<file path="src/rtl/hazard_ctrl_pkg.sv">
`default_nettype none
// ============================================================================
//  Module      : hazard_ctrl_pkg
//  Description : Shared types, constants and helpers for the pipeline hazard
//                control unit (FSM state encoding, register-zero constant,
//                load-use detection).
//  Revision    : 1.0 - initial release
// ============================================================================
package hazard_ctrl_pkg;

    // Controller states. Encoding 2'd3 is unused and recovers to RUN.
    typedef enum logic [1:0] {
        ST_RUN      = 2'd0,  // no pending work
        ST_MWAIT    = 2'd1,  // memory stall, no flush pending
        ST_MWAIT_FL = 2'd2   // memory stall with a deferred flush
    } hz_state_e;

    // Architectural register zero: never a real dependency.
    localparam logic [4:0] REG_ZERO = 5'd0;

    // Load-use hazard: the load in EX writes a register the ID instruction
    // reads. Register zero is hard-wired, so it never creates a hazard.
    function automatic logic load_use(
        input logic       idex_memread,
        input logic [4:0] idex_rt,
        input logic [4:0] ifid_rs,
        input logic [4:0] ifid_rt
    );
        return idex_memread && (idex_rt != REG_ZERO) &&
               ((idex_rt == ifid_rs) || (idex_rt == ifid_rt));
    endfunction

endpackage : hazard_ctrl_pkg
`default_nettype wire

</file>
<file path="src/rtl/hazard_ctrl_sat_cnt.sv">
`default_nettype none
// ============================================================================
//  Module      : hazard_ctrl_sat_cnt
//  Description : Saturating up-counter with increment enable and synchronous
//                active-low reset. Holds at all-ones instead of wrapping.
//  Revision    : 1.0 - initial release
// ============================================================================
module hazard_ctrl_sat_cnt #(
    parameter int W = 16
) (
    input  logic         clk_i,
    input  logic         rst_i,
    input  logic         inc_i,
    output logic [W-1:0] cnt_o
);

    logic [W-1:0] cnt_q;
    logic [W-1:0] cnt_d;

    // Next count: step by one unless already saturated.
    always_comb begin
        cnt_d = cnt_q;
        if (inc_i && (cnt_q != {W{1'b1}})) begin
            cnt_d = cnt_q + W'(1);
        end
    end

    // Count register with synchronous active-low clear.
    always_ff @(posedge clk_i) begin
        if (!rst_i) begin
            cnt_q <= '0;
        end else begin
            cnt_q <= cnt_d;
        end
    end

    assign cnt_o = cnt_q;

endmodule : hazard_ctrl_sat_cnt
`default_nettype wire

</file>
<file path="src/rtl/hazard_ctrl.sv">
`default_nettype none
// ============================================================================
//  Module      : hazard_ctrl
//  Description : Five-stage pipeline control unit. Arbitrates data-cache
//                stalls, load-use hazards and ID-resolved taken branches into
//                PC / IF-ID / ID-EX controls. Flushes requested while memory
//                is stalled are deferred until the stall releases, because
//                IF/ID lets flush override stall and would destroy the held
//                instruction. Also keeps saturating stall/flush counters.
//  Revision    : 1.0 - initial release
// ============================================================================
module hazard_ctrl
    import hazard_ctrl_pkg::*;
#(
    parameter int CNT_W = 16
) (
    input  logic             clk_i,
    input  logic             rst_i,
    input  logic             dcache_stall_i,
    input  logic             IDEX_MemRead_i,
    input  logic [4:0]       IDEX_Rt_i,
    input  logic [4:0]       IFID_Rs_i,
    input  logic [4:0]       IFID_Rt_i,
    input  logic             branch_taken_i,
    output logic             PCWrite_o,
    output logic             IFIDWrite_o,
    output logic             stall_o,
    output logic             flush_o,
    output logic             bubble_o,
    output logic [CNT_W-1:0] stall_cnt_o,
    output logic [CNT_W-1:0] flush_cnt_o
);

    hz_state_e state_q;
    hz_state_e state_d;
    logic      lu;
    logic      flush_pending;

    assign lu = load_use(IDEX_MemRead_i, IDEX_Rt_i, IFID_Rs_i, IFID_Rt_i);

    // Only MWAIT_FL carries a deferred flush; anything else (including the
    // unused encoding) behaves as if nothing is pending.
    assign flush_pending = (state_q == ST_MWAIT_FL);

    // State register; reset drops any pending flush.
    always_ff @(posedge clk_i) begin
        if (!rst_i) begin
            state_q <= ST_RUN;
        end else begin
            state_q <= state_d;
        end
    end

    // Next-state logic: remember a taken branch seen while memory is stalled.
    always_comb begin
        state_d = state_q;
        case (state_q)
            ST_RUN: begin
                if (dcache_stall_i) begin
                    state_d = branch_taken_i ? ST_MWAIT_FL : ST_MWAIT;
                end
            end
            ST_MWAIT: begin
                if (!dcache_stall_i) begin
                    state_d = ST_RUN;
                end else if (branch_taken_i) begin
                    state_d = ST_MWAIT_FL;
                end
            end
            ST_MWAIT_FL: begin
                // Further branches are absorbed: one flush only.
                if (!dcache_stall_i) begin
                    state_d = ST_RUN;
                end
            end
            default: begin
                state_d = ST_RUN;
            end
        endcase
    end

    // Output arbitration, highest priority first:
    // reset, memory stall, deferred flush, load-use, branch, normal flow.
    always_comb begin
        PCWrite_o   = 1'b1;
        IFIDWrite_o = 1'b0;
        stall_o     = 1'b0;
        flush_o     = 1'b0;
        bubble_o    = 1'b0;
        if (!rst_i) begin
            PCWrite_o = 1'b0;
            flush_o   = 1'b1;
        end else if (dcache_stall_i) begin
            stall_o     = 1'b1;
            PCWrite_o   = 1'b0;
            IFIDWrite_o = 1'b1;
        end else if (flush_pending) begin
            // Branch target already sits in the PC; just kill IF/ID once.
            flush_o = 1'b1;
        end else if (lu) begin
            // Branch operands are not valid yet, so any branch is ignored.
            PCWrite_o   = 1'b0;
            IFIDWrite_o = 1'b1;
            bubble_o    = 1'b1;
        end else if (branch_taken_i) begin
            flush_o = 1'b1;
        end
    end

    hazard_ctrl_sat_cnt #(
        .W (CNT_W)
    ) u_stall_cnt (
        .clk_i (clk_i),
        .rst_i (rst_i),
        .inc_i (stall_o | bubble_o),
        .cnt_o (stall_cnt_o)
    );

    hazard_ctrl_sat_cnt #(
        .W (CNT_W)
    ) u_flush_cnt (
        .clk_i (clk_i),
        .rst_i (rst_i),
        .inc_i (flush_o & rst_i),
        .cnt_o (flush_cnt_o)
    );

endmodule : hazard_ctrl
`default_nettype wire

</file>
<file path="config.mk">
export PLATFORM = sky130hd
export DESIGN_NAME = hazard_ctrl
export DESIGN_NICKNAME = d
export VERILOG_FILES = /design/src/rtl/hazard_ctrl_pkg.sv /design/src/rtl/hazard_ctrl_sat_cnt.sv /design/src/rtl/hazard_ctrl.sv
export SDC_FILE = /design/constraint.sdc
export NUM_CORES = 1
export LEC_CHECK = 0
export ABC_AREA = 1
export ABC_CLOCK_PERIOD_IN_PS = 3200
export CAP_MARGIN = 40
export CORE_UTILIZATION = 38
export DETAILED_ROUTE_END_ITERATION = 10
export PLACE_DENSITY_LB_ADDON = 0.3
export SLEW_MARGIN = 40
export SYNTH_ARGS = -nofsm -noshare
export SYNTH_HDL_FRONTEND = slang
export SYNTH_SLANG_ARGS = --single-unit
</file>
<file path="constraint.sdc">
create_clock -name clk_i -period 3.2 [get_ports clk_i]
set_clock_uncertainty 0.15 [all_clocks]
set_input_delay 0.48 -clock clk_i [delete_from_list [all_inputs] [get_ports clk_i]]
set_output_delay 0.48 -clock clk_i [all_outputs]
set_load 0.01 [all_outputs]
</file>
Yosys cells after proc, flatten, opt, wreduce, memory -nomap -nowiden
Cells that the tools add are included.
- $add $sub $neg: 2
- equal/unequal tests: 9
- muxes and demuxes: 23
- bitwise logic cells: 2
- reduce and logical (&&, ||, !) cells: 8
- operators by type and width (kind ; number):
    16-bit by 1-bit adder with 16-bit output, second input constant ; 2
    16-bit != test, second input constant ; 2
    1-bit two-way mux ; 17
    5-bit equality test ; 2
    2-bit two-way mux ; 5
    2-bit case mux with 3 select lines ; 1
    5-bit nonzero test ; 1
    1-bit logical AND ; 4
    2-bit != test, second input constant ; 2
    3-bit != test, second input constant ; 1
    3-bit AND reduction ; 1
    2-bit by 1-bit equality test with 1-bit output, second input constant ; 1
    2-bit equality test, second input constant ; 1
    2-bit zero test ; 1
    1-bit AND ; 1
    1-bit logical OR ; 1
    1-bit OR ; 1
- register bits: 34
- input port bits: 20
- output and inout bits: 37
- word-level logic and storage cells: 47

Longest topological paths before layout
- word-level depth: 9
- depth in mapped cells: 12
- mapped depth without buffers: 12

Cells and area by module
A second synthesis with hierarchy kept.
- cell total of the unflattened synthesis: 370
- area total of the unflattened synthesis: 2354.8 µm²
- by module, submodules not included (module ; instances ; cells each ; area an instance (µm²) ; seq. area each (µm²)):
    hazard_ctrl_sat_cnt ; 2 ; 149 ; 996.0 ; 320.3
    hazard_ctrl ; 1 ; 72 ; 362.8 ; 40.0

Worst setup path after synthesis
Ideal clock, no wire load.
- path type: input to output
- from: in rst_i
- to: out PCWrite_o
- arrival time: 1.355 ns
- data required time: 2.570 ns
- slack: 1.215 ns
- stages: 6
- path buffers: 2
- path through: clkbuf_2 -> inv_1 -> nor2_1 -> inv_1 -> a21oi_2 -> buf_4
- cells in the longest elaborated chain, start to end: 1
- ends and longest elaborated chain (item ; line ; source):
    from (decl) ; hazard_ctrl.sv:18 ; input logic rst_i,
    1-bit two-way mux ; hazard_ctrl.sv:90 ; if (!rst_i) begin
    to (decl) ; hazard_ctrl.sv:25 ; output logic PCWrite_o,
Every way passes these cells.

Worst setup path after layout
- from: in IDEX_Rt_i[1]
- to: out bubble_o
- cells in the longest elaborated chain, start to end: 7
- elaborated cells on any way between the ends: 10
- classes of those cells: eq/ne (2); mux (4); reduce/logical (4)
- ends and longest elaborated chain (item ; line ; source):
    from (decl) ; hazard_ctrl.sv:21 ; input logic [4:0] IDEX_Rt_i,
    5-bit equality test or 5-bit nonzero test (tied branches) ; hazard_ctrl_pkg.sv:30, hazard_ctrl_pkg.sv:29 ;
    1-bit logical OR or 1-bit logical AND (tied branches) ; hazard_ctrl_pkg.sv:30, hazard_ctrl_pkg.sv:29 ;
    1-bit logical AND (*) ; hazard_ctrl_pkg.sv:29 ; return idex_memread && (idex_rt != REG_ZERO) &&
    1-bit two-way mux (*) ; hazard_ctrl.sv:100 ; end else if (lu) begin
    1-bit two-way mux (*) ; hazard_ctrl.sv:97 ; end else if (flush_pending) begin
    1-bit two-way mux (*) ; hazard_ctrl.sv:93 ; end else if (dcache_stall_i) begin
    1-bit two-way mux (*) ; hazard_ctrl.sv:90 ;
    to (decl) ; hazard_ctrl.sv:29 ; output logic bubble_o,
Every way passes the cells marked *; elsewhere a longest branch is shown, timed or not.

==> impl_metrics.csv <==
group,metric,value,unit
cts,root_buffer,"clkbuf_8",
status,status,"completed",
timing,drv_slew,0,
power_and_ir_drop,p_leak,0.00115,µW
layout,syn2layout_area_growth,34.1,%
worst_setup_path,crit_path_end_kind,"output pin",
power_and_ir_drop,finalPower,1050,µW
power_and_ir_drop,ir_worst_vdd,243,µV
cts,ctsHoldBuffers,0,
placed_design,numPortBuffers,56,
route,drc,0,
layout,final_common_cell,"nand2_1",
worst_setup_path,endpoint,"bubble_o",
placed_design,placed_cells,461,
layout,drive_above_1_share,8.56,%
global_routing,grt_pass1_wl,9.58,mm
global_routing,grt_overflow_total,0,
global_routing,antenna_found_initial,0,
cts,clk_pin_slew,80,ps
cts,cts-htree-levels,2,
timing,tns,0,ps
cts,cts_buffers,5,
synth,syn_avg_cell_area,6.65,µm²
synth,ys.warnings.count,0,
floorplan,fp.dieH,79.0,µm
route,dr.pass1.iters,4,
timing,grt_setup_unrepaired,"false",
cts,cts_setup_buffers,0,
worst_setup_path,r2r_start,"u_stall_cnt.cnt_o[0]",
layout,nFillCells,582,
hold_path,min_path_cells,1,
placed_design,gp_congestion,0.867,
route,ant_nets,0,
timing,max_freq,339,MHz
synth,async_flop_share,0,%
worst_setup_path,critPathLaunch,"IDEX_Rt_i[1]",
cts,cts.sinks,34,
route,viasPerCell,4.99,
floorplan,initial_core_util,40.2,%
global_routing,grt_max_degree,29,
global_routing,met2_usage,35.3,%
route,vias,2342,
route,avgRoutedWirePerCell,12.1,µm
global_routing,grt_use_met1,22.6,%
route,drt_iter0_markers,113,
layout,nNetsFinal,418,
floorplan,die_x,79.0,µm
worst_setup_path,crit_fanout,4,
cts,clockBufferDepth,2,
timing,min_period,2950,ps
global_routing,top_usage_layer,"met2",
timing,final-hold-violation-count,0,
cts,post_cts_resized,0,
worst_setup_path,worstSetupPathType,"in2out",
cts,clkLatencyLatePin,290,ps
synth,syn-instance-count,339,
layout,n_antenna_cell,0,
timing,worst_pin_slew,417,ps
global_routing,grt_usage,19.3,%
worst_setup_path,start_kind,"primary input",
timing,fin_crit_sh,92.3,%
synth,synth_area,2250,µm²
synth,yosysSeqAreaShare,30.2,%
run,drv_cap,0,
timing,slew_headroom,72.0,%
worst_setup_path,worstPathArrival,2320,ps
timing,setup_viol_count_final,0,
floorplan,core_area,5610,µm²
route,wirelength,5.67,mm
synth,synth_fp_nets,361,
floorplan,num_rows,27,
synth,synthFlopType,"dfxtp_1",
floorplan,num_io_pins,57,
cts,cts_tree,"yes",
worst_setup_path,r2r_cells,10,
synth,synth_edf_count,0,
floorplan,die_area,6240,µm²
global_routing,gr-usage-met3,3.56,%
worst_setup_path,r2r_setup_slack,890,ps
synth,ys_types,33,
power_and_ir_drop,powerDensity,349,nW/µm²
hold_path,hold_path.class,"reg2reg",
worst_setup_path,worstPathRequired,2570,ps
layout,instances_no_fill,469,
placed_design,dp.final_hpwl,4.16,mm
layout,layout_common_cells,"nand2_1, clkdlybuf4s50_1, inv_1, nor2_1",
synth,ys_ff_latch,34,
global_routing,grt_pass1_vias,2096,
worst_setup_path,r2r_end,"u_stall_cnt.cnt_o[0]",
-- flip-flops by register name, indices dropped and copies added, names as in the netlist --
name / flops
u_flush_cnt.cnt_o: 16
u_stall_cnt.cnt_o: 16
state_q: 2
-- cell families (layout without fill, tap and decap cells) --
| group | after synthesis | after routing | synth area share [%] |
|---|---|---|---|
| and+or+nand+nor | 190 | 190 | 39.3 |
| buffers and inverters | 52 | 110 | 9.61 |
| DFF | 34 | 34 | 30.2 |
| AOI/OAI and AO/OA | 33 | 33 | 8.88 |
| xor gates and xnor gates | 28 | 28 | 10.9 |
| adders and majority gates | 2 | 2 | 1.11 |
-- final cells by class --
class / instances / area [µm²] / share of cell area, %
inverter: 41 / 154 / 5.09
multi-input combinational: 253 / 1360 / 44.9
tap: 72 / 90.1 / 2.98
timing repair buffer: 61 / 598 / 19.8
clock buffer: 6 / 82.6 / 2.73
sequential: 34 / 681 / 22.5
clock inverter: 2 / 60.1 / 1.99
-- synthesized netlist by cell type (2+ instances only) --
library cell,n,area [µm²]
a21oi_1,20,100
inv_1,38,143
nand3_1,34,170
nand4_1,17,106
o21ai_0,3,15.0
nand2_2,4,25.0
xnor2_1,8,70.1
xor2_1,20,175
nor3_1,9,45.0
nand2_1,81,304
dfxtp_1,34,681
nor2_1,36,135
inv_2,2,7.51
buf_6,2,22.5
a21oi_2,8,70.1
clkbuf_1,5,18.8
ha_1,2,25.0
-- report_power, final --
part / total [µW] / leakage (µW) / internal (µW) / switching (µW)
clock network: 503 / 0.0000714 / 333 / 170
logic: 117 / 0.000803 / 54.3 / 62.7
registers: 434 / 0.000275 / 428 / 6.12
total: 1050 / 0.00115 / 815 / 239
-- through the flow --
| stage | area, µm² | setup slack (ps) | hold WS [ps] | util [%] |
|---|---|---|---|---|
| after floorplan | 2250 | 1220 | 262 | - |
| after global placement | 2880 | 261 | 278 | 51.3 |
| after detailed placement | 2880 | 229 | 285 | 51.3 |
| after CTS | 3020 | 231 | 290 | 53.9 |
| after global routing | 3020 | 68.2 | 317 | 53.9 |
| final | 3020 | 247 | 286 | 53.9 |
-- worst min path at each step --
| stage | to | startpoint | slack (ps) |
|---|---|---|---|
| finish | state_q[1] | state_q[0] | 290 |
| detailed placement | state_q[1] | state_q[0] | 290 |
| global placement | state_q[1] | state_q[0] | 280 |
| global route | state_q[1] | state_q[0] | 320 |
| floorplan | state_q[1] | state_q[0] | 260 |
| CTS | state_q[1] | state_q[0] | 290 |
-- routing by layer --
layer  wire length (µm)  part of all wire [%]  vias to the layer above
met3                221                   3.9                        7
met2               2790                    49                       52
met5                  0                     0                        -
met1               2590                    46                     1074
met4                 65                   1.1                        0
li1                   -                     -                     1209
-- critical path, stage by stage --
cell and delay (ps):
clkdlybuf4s50_1 540, inv_2 50, nand2_1 50, nand2_1 50
nor2_1 110, nand3_1 70, nand2_1 140, nand2_1 150
nor2_1 130, clkdlybuf4s50_1 550
Note: power is estimated with default switching activity, not from simulation.
==> edit, RTL diff (same flow settings) <==
Reset style: asynchronous (`rst_i`), changed in 2 clocked blocks.
--- a/src/rtl/hazard_ctrl_sat_cnt.sv
+++ b/src/rtl/hazard_ctrl_sat_cnt.sv
@@ -27,5 +27,5 @@
 
     // Count register with synchronous active-low clear.
-    always_ff @(posedge clk_i) begin
+    always_ff @(posedge clk_i or negedge rst_i) begin
         if (!rst_i) begin
             cnt_q <= '0;
--- a/src/rtl/hazard_ctrl.sv
+++ b/src/rtl/hazard_ctrl.sv
@@ -44,5 +44,5 @@
 
     // State register; reset drops any pending flush.
-    always_ff @(posedge clk_i) begin
+    always_ff @(posedge clk_i or negedge rst_i) begin
         if (!rst_i) begin
             state_q <= ST_RUN;
Check against the original RTL: differs if rst_i is asserted again (counterexample within 4 cycles, from zero or initial values and one cycle with rst_i low); with rst_i held inactive, the same outputs for 10 cycles.
==> edit against the unedited design <==
  * Final area grew 1.8%
  * Via count shrank 3.4%
  * Hold slack got worse by 0.27 ns
  * First-iteration DRC count rose by 5.3%
  * Routed wire length shrank 1.9%
  * Area after synthesis rose by 3.4%
  * Worst setup slack gained 0.035 ns
  * Sequential cell count stayed put
Power is not compared: it rests on default switching activity, and its combinational part moved more than twofold at a synthesized area within 25%.
==> edit: results (changes against the unedited design) <==
stage;metric;value;unit;change
status;status;finished clean;;
yosys;Synth warnings;0;;unchanged
yosys;Synth Area in Compound Gates;0.913;%;-8.0 points
clock_network;Worst-Skew Late Latency;0.29;ns;about the same
critical_path;Worst Path Arrival;2.29;ns;-0.03 ns
placed_design;Post-DP HPWL;4160;um;about the same
global_route;grt ovf;0;;unchanged
hold_path;worst min path class;primary input to async pin;;
yosys;area share of xor/xnor cells in the synthesized design;10.2;%;-0.73 points
cells_and_area;Final #Nets;409;;-2.2%
clock_network;H-tree levels;2;;unchanged
yosys;Gate Count Post-Synth;327;;-3.5%
yosys;number of flops mapped to enable cells by yosys;0;;unchanged
detailed_routing;Routed WL per cell;12.0;um;-0.63%
detailed_routing;1st-iter DRT viols;119;;+5.3%
yosys;Synth area leader;dfrtp_1;;
clock_network;Longest Clk Path Bufs;2;;unchanged
placed_design;GPL Wtd Cong;0.851;;-1.9%
power;Max IR drop VDD;268;uV;
yosys;ys async rst share;100;%;+100 points
critical_path;crit path from;IDEX_Rt_i[1];;
yosys;Synth top cells by count;nand2_1, nand3_1, dfrtp_1, inv_1, nor2_1;;
critical_path;FF-to-FF Start;u_stall_cnt.cnt_o[0];;
yosys;Top FF cell, synth;dfrtp_1;;
clock_network;Root Buffer Master;clkbuf_8;;
yosys;post-synthesis mux area share;0;%;unchanged
cells_and_area;FILL cells;591;;+1.5%
clock_network;# resized after CTS;0;;unchanged
yosys;register area share after synthesis;36.5;%;+6.3 points
timing;Worst-Margin Slew;0.396;ns;-0.0207 ns
global_route;vias in the first global route;2105;;+0.43%
detailed_routing;via count;2262;;-3.4%
critical_path;Worst path max stage delay;0.55;ns;about the same
global_route;antenna violations before repair;0;;unchanged
yosys;Post-Synth Adder-Cell Area;1.07;%;-0.036 points
cells_and_area;final std cells w/o fill;463;;-1.3%
yosys;Syn Nets;349;;-3.3%
critical_path;Slowest cell on crit path;clkdlybuf4s50_1;;
cells_and_area;share of post-route cells with drive strength above 1;7.73;%;-0.83 points
yosys;Synth area leaders;dfrtp_1, nand2_1, nand3_1, xor2_1, nand4_1;;
global_route;total track usage;19.2;%;-0.17 points
global_route;first-pass GRT wire length;9690;um;+1.1%
global_route;largest net degree at the start of global routing;21;;-28%
yosys;Netlist cell types;28;;-15%
power;leak pwr;1.43;nW;
critical_path;crit path max fanout;4;;unchanged
[edit: report_power, final]
group | total (mW) | internal, mW | switching [mW]
Sequential | 0.541 | 0.474 | 0.0673
Clock | 0.375 | 0.217 | 0.158
Combinational | 0.323 | 0.164 | 0.159
Total | 1.24 | 0.855 | 0.384
[edit: metrics by stage]
stage	power (mW)	area [um^2]	util, %	setup WS [ns]	hold slack, ns
final	1.24	3080	52.0	0.282	0.0150
after global routing	1.32	3080	52.0	0.0934	0.0397
after CTS	1.26	3080	52.0	0.273	0.0234
after detailed placement	0.874	2970	50.1	0.276	0.303
after global placement	0.869	2970	50.1	0.320	0.287
after floorplan	0.706	2330	-	1.28	0.0344
[edit: critical path: cells and delay by family]
| kind | cells | cell delay (ns) |
|---|---|---|
| buf+inv | 3 | 1.14 |
| simple gates | 7 | 0.66 |
[edit: final cells by class]
type                            instances  area (um^2)  share of cell area [%]
Multi-Input combinational cell        246         1290                    41.8
Sequential cell                        34          851                    27.7
Timing Repair Buffer                   60          586                    19.0
Inverter                               40          150                    4.88
Clock buffer                            8          110                    3.58
Tap cell                               75         93.8                    3.05
[edit: cells by family after synthesis]
family,after synthesis
and+or+nand+nor,214
buffers and inverters,47
DFF,34
xor gates and xnor gates,27
AOI/OAI and AO/OA,3
adders and majority gates,2
[edit: routing by layer]
metal	GRT usage [%]	wire length (um)
met1	23.4	2540
met2	33.6	2740
met3	4.09	214
met4	5.89	57
met5	0	0
[edit: path summary, 6_finish.rpt]
| check | cells past startpoint | slack [ns] | end |
|---|---|---|---|
| setup / recovery | 10 | 0.28 | bubble_o |
| hold / removal | 2 | 0.01 | u_flush_cnt.cnt_o[15] |
| setup reg to reg | 9 | 0.98 | u_stall_cnt.cnt_o[2] |
| hold reg to reg | 1 | 0.31 | state_q[1] |
| max in group asynchronous | 3 | 2.36 | u_stall_cnt.cnt_o[15] |
| min in group clk_i | 1 | 0.31 | state_q[1] |
